### src/rtl/bcd_to_bin_seq.sv
// Sequential two-digit BCD to binary converter using reverse double-dabble.
// It performs one shift/correct step per clock and pulses done when the result is ready.
module bcd_to_bin_seq #(
    parameter int BIN_W = 7,
    parameter int ITER  = 7
) (
    input  logic             CLK,
    input  logic             RST,
    input  logic             start,
    input  logic [3:0]       digit_2,
    input  logic [3:0]       digit_1,
    output logic             busy,
    output logic             done,
    output logic             err,
    output logic [BIN_W-1:0] bin_out
);

    localparam logic [1:0] IDLE  = 2'd0;
    localparam logic [1:0] SHIFT = 2'd1;
    localparam logic [1:0] DONE  = 2'd2;

    logic [1:0]       state_q, state_d;
    logic [14:0]      sr_q, sr_d;
    logic [2:0]       cnt_q, cnt_d;
    logic             err_q, err_d;
    logic [BIN_W-1:0] bin_q, bin_d;

    logic [14:0]      shifted;
    logic [14:0]      t;
    logic             bad_digit;

    // One reverse double-dabble step: shift right, then take 3 from any BCD nibble >= 8.
    always_comb begin
        t       = sr_q >> 1;
        shifted = t;
        if (t[14:11] >= 4'd8) begin
            shifted[14:11] = t[14:11] - 4'd3;
        end
        if (t[10:7] >= 4'd8) begin
            shifted[10:7] = t[10:7] - 4'd3;
        end
    end

    assign bad_digit = (digit_2 > 4'd9) || (digit_1 > 4'd9);

    // The result and the error flag are loaded on entry to DONE, so they are valid while done is high.
    always_comb begin
        state_d = state_q;
        sr_d    = sr_q;
        cnt_d   = cnt_q;
        err_d   = err_q;
        bin_d   = bin_q;
        case (state_q)
            IDLE: begin
                if (start) begin
                    sr_d  = {digit_2, digit_1, 7'b0};
                    cnt_d = 3'd0;
                    if (bad_digit) begin
                        state_d = DONE;
                        err_d   = 1'b1;
                        bin_d   = '0;
                    end else begin
                        state_d = SHIFT;
                    end
                end
            end
            SHIFT: begin
                sr_d  = shifted;
                cnt_d = cnt_q + 3'd1;
                if (cnt_q == 3'(ITER - 1)) begin
                    state_d = DONE;
                    err_d   = 1'b0;
                    bin_d   = BIN_W'(shifted[6:0]);
                end
            end
            DONE: begin
                state_d = IDLE;
            end
            default: begin
                state_d = IDLE;
            end
        endcase
    end

    always_ff @(posedge CLK) begin
        if (RST) begin
            state_q <= IDLE;
            sr_q    <= '0;
            cnt_q   <= '0;
            err_q   <= 1'b0;
            bin_q   <= '0;
        end else begin
            state_q <= state_d;
            sr_q    <= sr_d;
            cnt_q   <= cnt_d;
            err_q   <= err_d;
            bin_q   <= bin_d;
        end
    end

    assign busy    = (state_q != IDLE);
    assign done    = (state_q == DONE);
    assign err     = err_q;
    assign bin_out = bin_q;

endmodule

### config.mk
export PLATFORM = sky130hd
export DESIGN_NAME = bcd_to_bin_seq
export DESIGN_NICKNAME = d
export VERILOG_FILES = /design/src/rtl/bcd_to_bin_seq.sv
export SDC_FILE = /design/constraint.sdc
export NUM_CORES = 1
export LEC_CHECK = 0
export CAP_MARGIN = 25
export CORE_UTILIZATION = 46
export CTS_CLUSTER_SIZE = 10
export DETAILED_ROUTE_END_ITERATION = 10
export PLACE_DENSITY = 0.75
export SYNTH_ARGS = -nofsm -noshare
export SYNTH_HDL_FRONTEND = slang
export SYNTH_SLANG_ARGS = --single-unit
### constraint.sdc
create_clock -name CLK -period 1.6 [get_ports CLK]
set_clock_uncertainty 0.15 [all_clocks]
set_input_delay 0.48 -clock CLK [delete_from_list [all_inputs] [get_ports CLK]]
set_output_delay 0.48 -clock CLK [all_outputs]
set_load 0.01 [all_outputs]
==> results.ini, run 1 <==
[clock_network]
cts_buffer_depth=2
clkLatencyLatePin_ns=0.34
ctsHoldBuffers=0
htreeDepth=1
root_buffer=clkbuf_4
clkSinkCount=27
cts_buffers=3
path_clk_slew_ns=0.15
cts_tree=built

[synthesis]
synth.distinct_cells=36
synthCells=138
synth_warnings=0
synthXorXnorAreaFrac_pct=1.41
syn-num-nets=153
synth_seq_cells=27
yosys.area_share.simple_pct=15.0
synth_top_family_by_area=compound AO/OA/AOI/OAI gates
muxShareOfSynthArea_pct=3.32
synth_compound_area_share_pct=25.6
syn_area_mm2=0.00124
synth-seq-area-share_pct=43.5
synth_fa_ha_area_share_pct=4.03
synth.avg_cell_area_um2=9.00

[route]
wl_mm=3.04
dr.pass1.iters=4
vias=1152
ant_nets=0
wl_per_cell_um=14.7
drc=0
drt_iter0_drc=20
via_per_inst=5.57

[layout]
fin_nets=193
final_util_pct=67.7
seqCellArea_um2=557
finalNonFillerCells=207
multi_input_area_um2=674
design_area_mm2=0.00171
fill_cells=207
area_growth_pct=37.4
drive_gt1_share_pct=38.4
diodes=0

[worst_setup_path]
critical_path.max_fanout=8
crit_slowest_cell=clkdlybuf4s50_1
cp_slowest_stage_delay_ns=0.42
worstSetupPathType=input pin to flip-flop
start_kind=input pin
cp.arrival_ns=1.69
reg2reg_to=bin_out[6]$_SDFFE_PP0P_
worst_setup_path_end_kind=flip-flop
r2r_setup_slack_ns=0.04
required_ns=1.70
reg2reg_from=state_q[1]$_SDFFE_PP0P_
path_cells=clkdlybuf4s50_1 -> o21ai_1 -> buf_4 -> nand3_1 -> buf_6 -> a311oi_1
setup.worst_path.start=digit_1[1]
reg2reg_depth=5

[global_routing]
overflow=0
grt_pass1_wl_mm=4.71
grt_antenna_before_repair=0
grt_start_max_net_pins=18
grt_use_total_pct=22.5
grt_pass1_vias=1073

[timing]
slew_violations=0
timing.fmax_mhz=630
min_period_over_period_pct=99.2
rsz0062_at_grt=true
worst-slew-pin-transition_ns=0.229
whs_ns=0.354
period_minus_slack_ns=1.59
slew_headroom_pct=84.6
setup_viol=0
tns_ns=0
timing.final.hold_violations=0

[flow_run]
cap_viol_max_count=0

[power]
p_leak_nw=0.700
power_density_mw_per_mm2=789
ir_worst_vdd_v=0.000866

[run_status]
outcome=finished, final reports clean

[die]
start_util_pct=49.3
ios=21
rows=18
coreArea_mm2=0.00252
die_area_mm2=0.00291
die_x_um=54.0
die_h_um=54.0

[min_path]
worstHoldPathType=flip-flop to flip-flop
hold_path_end=err$_SDFFE_PP0P_
hold_path_depth=1
min-delay-start=err$_SDFFE_PP0P_

[placement]
io_buffers=20
gp_congestion=0.846
post_dp_cell_area_mm2=0.00161
placed_cells=201
hpwl_mm=2.18

## routing by layer
layer	share of wire (%)	wire [um]	track usage, %
met2	51	1550	39.7
met4	0.49	15	2.56
met1	46	1390	28.0
met3	2.7	83	5.93
met5	0	0	0
## worst max-delay path by stage
| stage | to | slack [ns] | cells past startpoint |
|---|---|---|---|
| CTS | bin_out[6] | 0.0009 | 1 |
| global route | done | -0.05 | 3 |
| floorplan | bin_out[4]$_SDFFE_PP0P_ | 0.007 | 7 |
| global placement | bin_out[0]$_SDFFE_PP0P_ | -0.33 | 4 |
| finish | bin_out[0]$_SDFFE_PP0P_ | 0.01 | 6 |
| detailed placement | bin_out[4]$_SDFFE_PP0P_ | -0.37 | 6 |
## cell usage after synthesis (all sizes together)
master,count,share of area [%]
a311oi,7,4.9
and4b,1,0.81
inv,7,2.1
or3b,1,0.71
nand2b,2,1.6
o21a,1,0.60
o22ai,2,1.0
o21ba,1,0.81
a211oi,8,4.8
nand3,1,0.40
a41oi,1,0.71
nand2,11,3.3
xnor2,1,0.71
o21ai,3,1.2
ha,4,4.0
o21bai,1,0.60
nor2,16,4.8
dfxtp,27,44
clkbuf,4,1.2
a2bb2oi,1,0.71
nor3,1,0.40
a21oi,10,4.0
a221oi,1,0.71
buf,7,3.8
a22oi,7,4.2
and3b,1,0.71
a21o,1,0.60
and2b,1,0.60
nor3b,1,0.60
mux2i,3,2.4
a21boi,1,0.60
xor2,1,0.71
nor2b,2,1.0
mux2,1,0.91
## critical path, delay by kind of cell
kind / cells / cell delay (ns)
compound gates: 2 / 0.42
buf+inv: 3 / 0.70
simple gates: 1 / 0.08
## cells by family (layout without fill, tap and decap cells)
| logic type | after synthesis | count (layout) |
|---|---|---|
| buffers and inverters | 18 | 57 |
| and+or+nand+nor | 38 | 38 |
| DFF | 27 | 27 |
| xor gates and xnor gates | 2 | 2 |
| AOI/OAI and AO/OA | 45 | 45 |
| muxes | 4 | 4 |
| adders and majority gates | 4 | 4 |
## sequential cells by signal (all words and copies together), names as in the netlist
register  cells
bin_out       7
cnt_q         3
err           1
sr_q         14
state_q       2
## timing repair
| action | in CTS | in global routing |
|---|---|---|
| buffers inserted | 0 | 2 |
| resized for setup | 29 | 37 |
| pin swaps | 1 | 6 |
| setup endpoints to repair | 12 | 23 |
## final cells by class
| type | instances | share of cell area (%) |
|---|---|---|
| clock buffer | 3 | 1.32 |
| inverter | 7 | 1.54 |
| sequential | 27 | 32.6 |
| multi-input combinational | 93 | 39.5 |
| timing repair buffer | 46 | 22.3 |
| clock inverter | 1 | 0.513 |
| tap | 30 | 2.20 |
## through the flow
stage | setup WS [ns] | total power [mW]
floorplan | 0.00749 | 0.884
global placement | -0.328 | 1.00
detailed placement | -0.367 | 1.01
CTS | 0.000878 | 1.33
global route | -0.0513 | 1.41
finish | 0.0122 | 1.35
## where the power goes
part | switching [mW] | leakage, nW | internal (mW) | total [mW]
Clock | 0.221 | 0.0183 | 0.102 | 0.323
Combinational | 0.144 | 0.456 | 0.152 | 0.296
Sequential | 0.0231 | 0.226 | 0.704 | 0.727
## cells in the final DEF, fill, tap and decap left out, drive strengths merged, types with 2 or more instances in the layout
cell | synthesis | final
a22oi | 7 | 7
inv | 7 | 8
a21oi | 10 | 10
buf | 7 | 28
clkdlybuf4s50 | 0 | 9
o22ai | 2 | 2
ha | 4 | 4
nand2 | 11 | 11
mux2i | 3 | 3
a211oi | 8 | 8
dfxtp | 27 | 27
a311oi | 7 | 7
clkbuf | 4 | 10
nor2 | 16 | 16
nor2b | 2 | 2
nand2b | 2 | 2
o21ai | 3 | 3
(Power assumes the default switching activity.)
==> inputs of run 2 (changes only) <==
--- a/config.mk
+++ b/config.mk
@@ -6,10 +6,12 @@
 export NUM_CORES = 1
 export LEC_CHECK = 0
 export CAP_MARGIN = 25
-export CORE_UTILIZATION = 46
+export CELL_PAD_IN_SITES_DETAIL_PLACEMENT = 1
+export CELL_PAD_IN_SITES_GLOBAL_PLACEMENT = 1
+export CORE_UTILIZATION = 35
 export CTS_CLUSTER_SIZE = 10
 export DETAILED_ROUTE_END_ITERATION = 10
-export PLACE_DENSITY = 0.75
+export PLACE_DENSITY = 0.76
 export SYNTH_ARGS = -nofsm -noshare
 export SYNTH_HDL_FRONTEND = slang
 export SYNTH_SLANG_ARGS = --single-unit
==> run 2 against run 1 <==
Net effect:
- first-iteration DRC count increased by 110%
- core utilization down 15 points
- wire length increased by 19%
- largest power group unchanged
- cell area rose by 3.2%
- non-clock buffer count down 4
- worst setup slack worse by 0.0078 ns
==> results.ini, run 2 (same netlist as run 1, synthesis figures left out) <==
[worst_setup_path]
cp_slowest_stage_delay_ns=0.48  ; +0.06 ns
start_kind=input pin
reg2reg_depth=5  ; unchanged
path_cells=clkdlybuf4s50_1 -> or3b_4 -> nand2b_4 -> a311oi_2
cp.arrival_ns=1.66  ; -0.03 ns
worst_setup_path_end_kind=flip-flop
critical_path.max_fanout=8  ; unchanged
crit_slowest_cell=clkdlybuf4s50_1
worstSetupPathType=input pin to flip-flop
required_ns=1.67  ; -0.03 ns

[timing]
min_period_over_period_pct=99.7  ; +0.49 points
timing.fmax_mhz=627  ; -0.49%
period_minus_slack_ns=1.60  ; +0.00777 ns
tns_ns=0  ; unchanged
slew_headroom_pct=84.9  ; +0.25 points
timing.final.hold_violations=0  ; unchanged
worst-slew-pin-transition_ns=0.227  ; -0.00175 ns
rsz0062_at_grt=true
setup_viol=0  ; unchanged
slew_violations=0  ; unchanged

[layout]
multi_input_area_um2=687  ; +1.9%
design_area_mm2=0.00176  ; +3.2%
seqCellArea_um2=557  ; unchanged
fill_cells=406  ; +96%
largest-register=sr_q
drive_gt1_share_pct=39.3  ; +0.89 points
area_growth_pct=41.8
finalNonFillerCells=219  ; +5.8%
diodes=0  ; unchanged
fin_nets=189  ; -2.1%
largest_reg_flops=14  ; unchanged
mostFrequentLayoutCells=16 x nor2_1, 16 x buf_4, 14 x dfxtp_1, 13 x dfxtp_2, 9 x clkdlybuf4s50_1
final_util_pct=52.4  ; -15 points

[clock_network]
cts_buffer_depth=2  ; unchanged
cts_buffers=3  ; unchanged
htreeDepth=1  ; unchanged
clkLatencyLatePin_ns=0.32  ; -0.02 ns
cts_tree=built
path_clk_slew_ns=0.16  ; about the same
clkSinkCount=27  ; unchanged
root_buffer=clkbuf_4

[route]
drt_iter0_drc=43  ; +110%
wl_mm=3.62  ; +19%
vias=1140  ; -1.0%
dr.pass1.iters=4  ; unchanged
via_per_inst=5.21  ; -6.5%
ant_nets=0  ; unchanged
drc=0  ; unchanged
wl_per_cell_um=16.5  ; +13%

[die]
ios=21  ; unchanged
die_h_um=61.6  ; +14%
coreArea_mm2=0.00336  ; +33%
start_util_pct=36.9  ; -12 points
die_area_mm2=0.00379  ; +30%
die_x_um=61.6  ; +14%
rows=21  ; +3

[run_status]
outcome=finished, final reports clean

[global_routing]
overflow=0  ; unchanged
grt_start_max_net_pins=28  ; +10
grt_use_total_pct=20.8  ; -1.7 points
grt_pass1_wl_mm=5.75  ; +22%
grt_pass1_vias=1207  ; +12%
grt_antenna_before_repair=0  ; unchanged

[power]
clkPwrFrac_pct=22.7  ; -1.3 points
p_seq_share_pct=54.8  ; +0.8 points
sw_frac_of_total_pct=29.0  ; +0.14 points
p_sw_mw=0.385  ; -0.68%
p_leak_nw=0.691  ; -1.3%
power_density_mw_per_mm2=755  ; -4.3%
p_comb_share_pct=22.5  ; +0.5 points
ir_worst_vdd_v=0.000312  ; -64%
total_power_mw=1.33  ; -1.2%
p_int_mw=0.945  ; -1.4%

[flow_run]
cap_viol_max_count=0  ; unchanged

[placement]
gp_congestion=0.786  ; -7.1%
hpwl_mm=2.52  ; +15%
post_dp_cell_area_mm2=0.00161  ; -0.31%
io_buffers=20  ; unchanged
placed_cells=212  ; +5.5%

[min_path]
worstHoldPathType=flip-flop to flip-flop
hold_path_depth=1  ; unchanged

[run 2: power by group through the flow]
stage | clock network [mW] | logic (mW) | registers, mW
floorplan | 0 | 0.146 | 0.738
global placement | 0 | 0.259 | 0.738
detailed placement | 0 | 0.275 | 0.740
CTS | 0.313 | 0.280 | 0.727
global route | 0.349 | 0.326 | 0.734
finish | 0.302 | 0.299 | 0.730
[run 2: critical path: cells and delay by family]
family          cells  cell delay [ns]
simple gates        2             0.58
buf+inv             1             0.48
compound gates      1             0.12
[run 2: routing by layer]
layer,track usage [%],up-vias,share of wire (%),wire (um)
li1,-,565,-,-
met1,24.9,554,43,1550
met2,39.2,17,54,1940
met3,2.31,4,2.5,91
met4,4.76,0,0.88,32
met5,0,-,0,0
[run 2: final timing paths]
path,startpoint,endpoint,slack [ns]
worst min-delay path,err$_SDFFE_PP0P_,err$_SDFFE_PP0P_,0.34
worst min register to register,err$_SDFFE_PP0P_,err$_SDFFE_PP0P_,0.34
worst max register to register,state_q[1]$_SDFFE_PP0P_,bin_out[1]$_SDFFE_PP0P_,0.02
worst max-delay path,start,bin_out[1]$_SDFFE_PP0P_,0.004
[run 2: timing repair]
item,in CTS,in global routing
cloned,1,0
gates resized for setup,37,34
endpoints found under the setup margin,22,26
setup buffers,1,2
hold buffers,0,0
pin swaps,4,10
[run 2: through the flow]
stage               setup slack [ns]  hold slack (ns)
floorplan                    0.00749            0.306
global placement              -0.362            0.317
detailed placement            -0.441            0.337
CTS                          -0.0113            0.361
global route                 -0.0483            0.364
finish                       0.00445            0.344
[run 2: layout make-up]
cell class | count | share of cell area, %
inverters | 7 | 1.49
clock inverters | 1 | 0.284
multi-input cells | 93 | 39.0
clock buffers | 3 | 1.28
well taps | 46 | 3.27
repair buffers | 42 | 23.1
flip-flops and latches | 27 | 31.6
==> RTL edit (flow settings as in run 1) <==
Set the parameter `BIN_W` to 14 (it was 7).
--- a/src/rtl/bcd_to_bin_seq.sv
+++ b/src/rtl/bcd_to_bin_seq.sv
@@ -1,7 +1,7 @@
 // Sequential two-digit BCD to binary converter using reverse double-dabble.
 // It performs one shift/correct step per clock and pulses done when the result is ready.
 module bcd_to_bin_seq #(
-    parameter int BIN_W = 7,
+    parameter int BIN_W = 14,
     parameter int ITER  = 7
 ) (
     input  logic             CLK,
Interface: changed (resized bin_out); port bits go from 21 to 28. No check against the original RTL was run, so the function may have changed too.
==> RTL edit against run 1 <==
  * Sequential cell count unchanged
  * First-iteration DRC count increased by 15%
  * Clock power decreased by 6%
  * Total power decreased by 2.3%
  * Maximum frequency increased by 1.4%
  * Setup slack improved by 21 ps
  * Critical path depth decreased by 5
  * Area after synthesis increased by 4.8%
  * Synthesized cell count increased by 5.8%
  * Wire length decreased by 0.76%
  * Final area increased by 1.3%
  * Via count unchanged
  * Critical path type is now flip-flop to primary output
  * Critical endpoint is now bin_out[2]
  * Largest power group unchanged
==> RTL edit: results (changes against run 1) <==
| Metric | Value |
|---|---|
| Iter 0 DRT Violations | 23 (+15%) |
| Wire per inst | 14.4 um (-2.2%) |
| Crit-path max FO | 2 (-6) |
| Largest net degree at the start of global routing | 17 (-1) |
| Crit-path max cell delay | 370 ps (-50 ps) |
| Synth area leaders | dfxtp_1 (41%), a311oi_1 (4.7%), nor2_1 (4.6%) |
| Post-Place Setup Slack | -468 ps (-101 ps) |
| Number of distinct library cells after synthesis | 38 (+5.6%) |
| Area post-placement | 1600 um^2 (-0.85%) |
| Vias in the first global route | 1137 (+6.0%) |
| DP Wirelength | 2100 um (-4.1%) |
| Top delay family on crit path | flip-flops |
| Status | finished clean |
| Placer congestion estimate | 0.826 (-2.4%) |
| Multi-input logic area | 723 um^2 (+7.2%) |
| First-pass GRT wire length | 5000 um (+6.0%) |
| Seq/Total Area, Yosys | 41.5% (-2.0 points) |
| Cell count after synthesis | 146 (+5.8%) |
| Placed Cells | 204 (+1.5%) |
| Proportion of layout cells with a drive suffix above 1 | 35.6% (-2.9 points) |
| Worst EP arrival | 940 ps (-750 ps) |
| P_leak | 0.703 nW (+0.50%) |
| Maximum vdd ir drop | 0.000601 V (-31%) |
| CP max-delay cell | dfxtp_2 |
| Gr usage total | 20.5% (-2.0 points) |
| Fin cells | 210 (+1.4%) |
| Most instantiated cells after synthesis | dfxtp_1 (27), nor2_1 (16), nand2_1 (11) |
-- RTL edit: cell types whose count changed in the layout (fill, tap and decap cells not counted), sizes merged --
cell,run 1,this run
buf,28,24
a211oi,8,7
mux2i,3,4
clkinvlp,0,1
clkdlybuf4s15,1,6
clkbuf,10,5
conb,0,7
inv,8,7
-- RTL edit: logic make-up (layout without fill, tap and decap cells) --
family                   count (synthesis)  in the layout  synth area share, %
AO/OA/AOI/OAI                           44             44                 23.8
XOR/XNOR                                 2              2                 1.35
adder cells (fa/ha/maj)                  4              4                 3.84
buffers and inverters                   25             53                 11.0
flip-flops                              27             27                 41.5
multiplexers                             5              5                 3.94
other                                    1              7                0.288
AND/OR/NAND/NOR                         38             38                 14.3
-- RTL edit: layout make-up --
class,instances,area share (%)
clock buffers,3,1.30
clock inverters,1,0.434
inverters,7,1.52
multi-input cells,100,41.8
flip-flops and latches,27,32.2
well taps,30,2.17
repair buffers,42,20.5
-- RTL edit: path summary, 6_finish.rpt --
kind / to / slack, ps / start
worst min-delay path: err / 330 / err
worst max register to register: bin_out[1] / 70 / state_q[0]
worst max-delay path: bin_out[2] / 30 / bin_out[2]
worst min register to register: err / 330 / err
-- RTL edit: power by group --
part | internal (mW) | switching [mW]
Combinational | 0.138 | 0.148
Clock | 0.0958 | 0.208
Sequential | 0.703 | 0.0220
Total | 0.937 | 0.378
-- RTL edit: timing repair --
action | 4_1_cts | 5_1_grt
resized for setup | 28 | 36
endpoints found under the setup margin | 18 | 18
hold buffers | 0 | 0
buffers inserted | 0 | 2
pin swaps | 1 | 8
-- RTL edit: layer usage --
metal / GRT usage [%] / up-vias / share of wire, %
li1: - / 576 / -
met1: 25.0 / 539 / 46
met2: 35.1 / 33 / 48
met3: 3.28 / 4 / 4.0
met4: 9.29 / 0 / 1.5
met5: 0 / - / 0
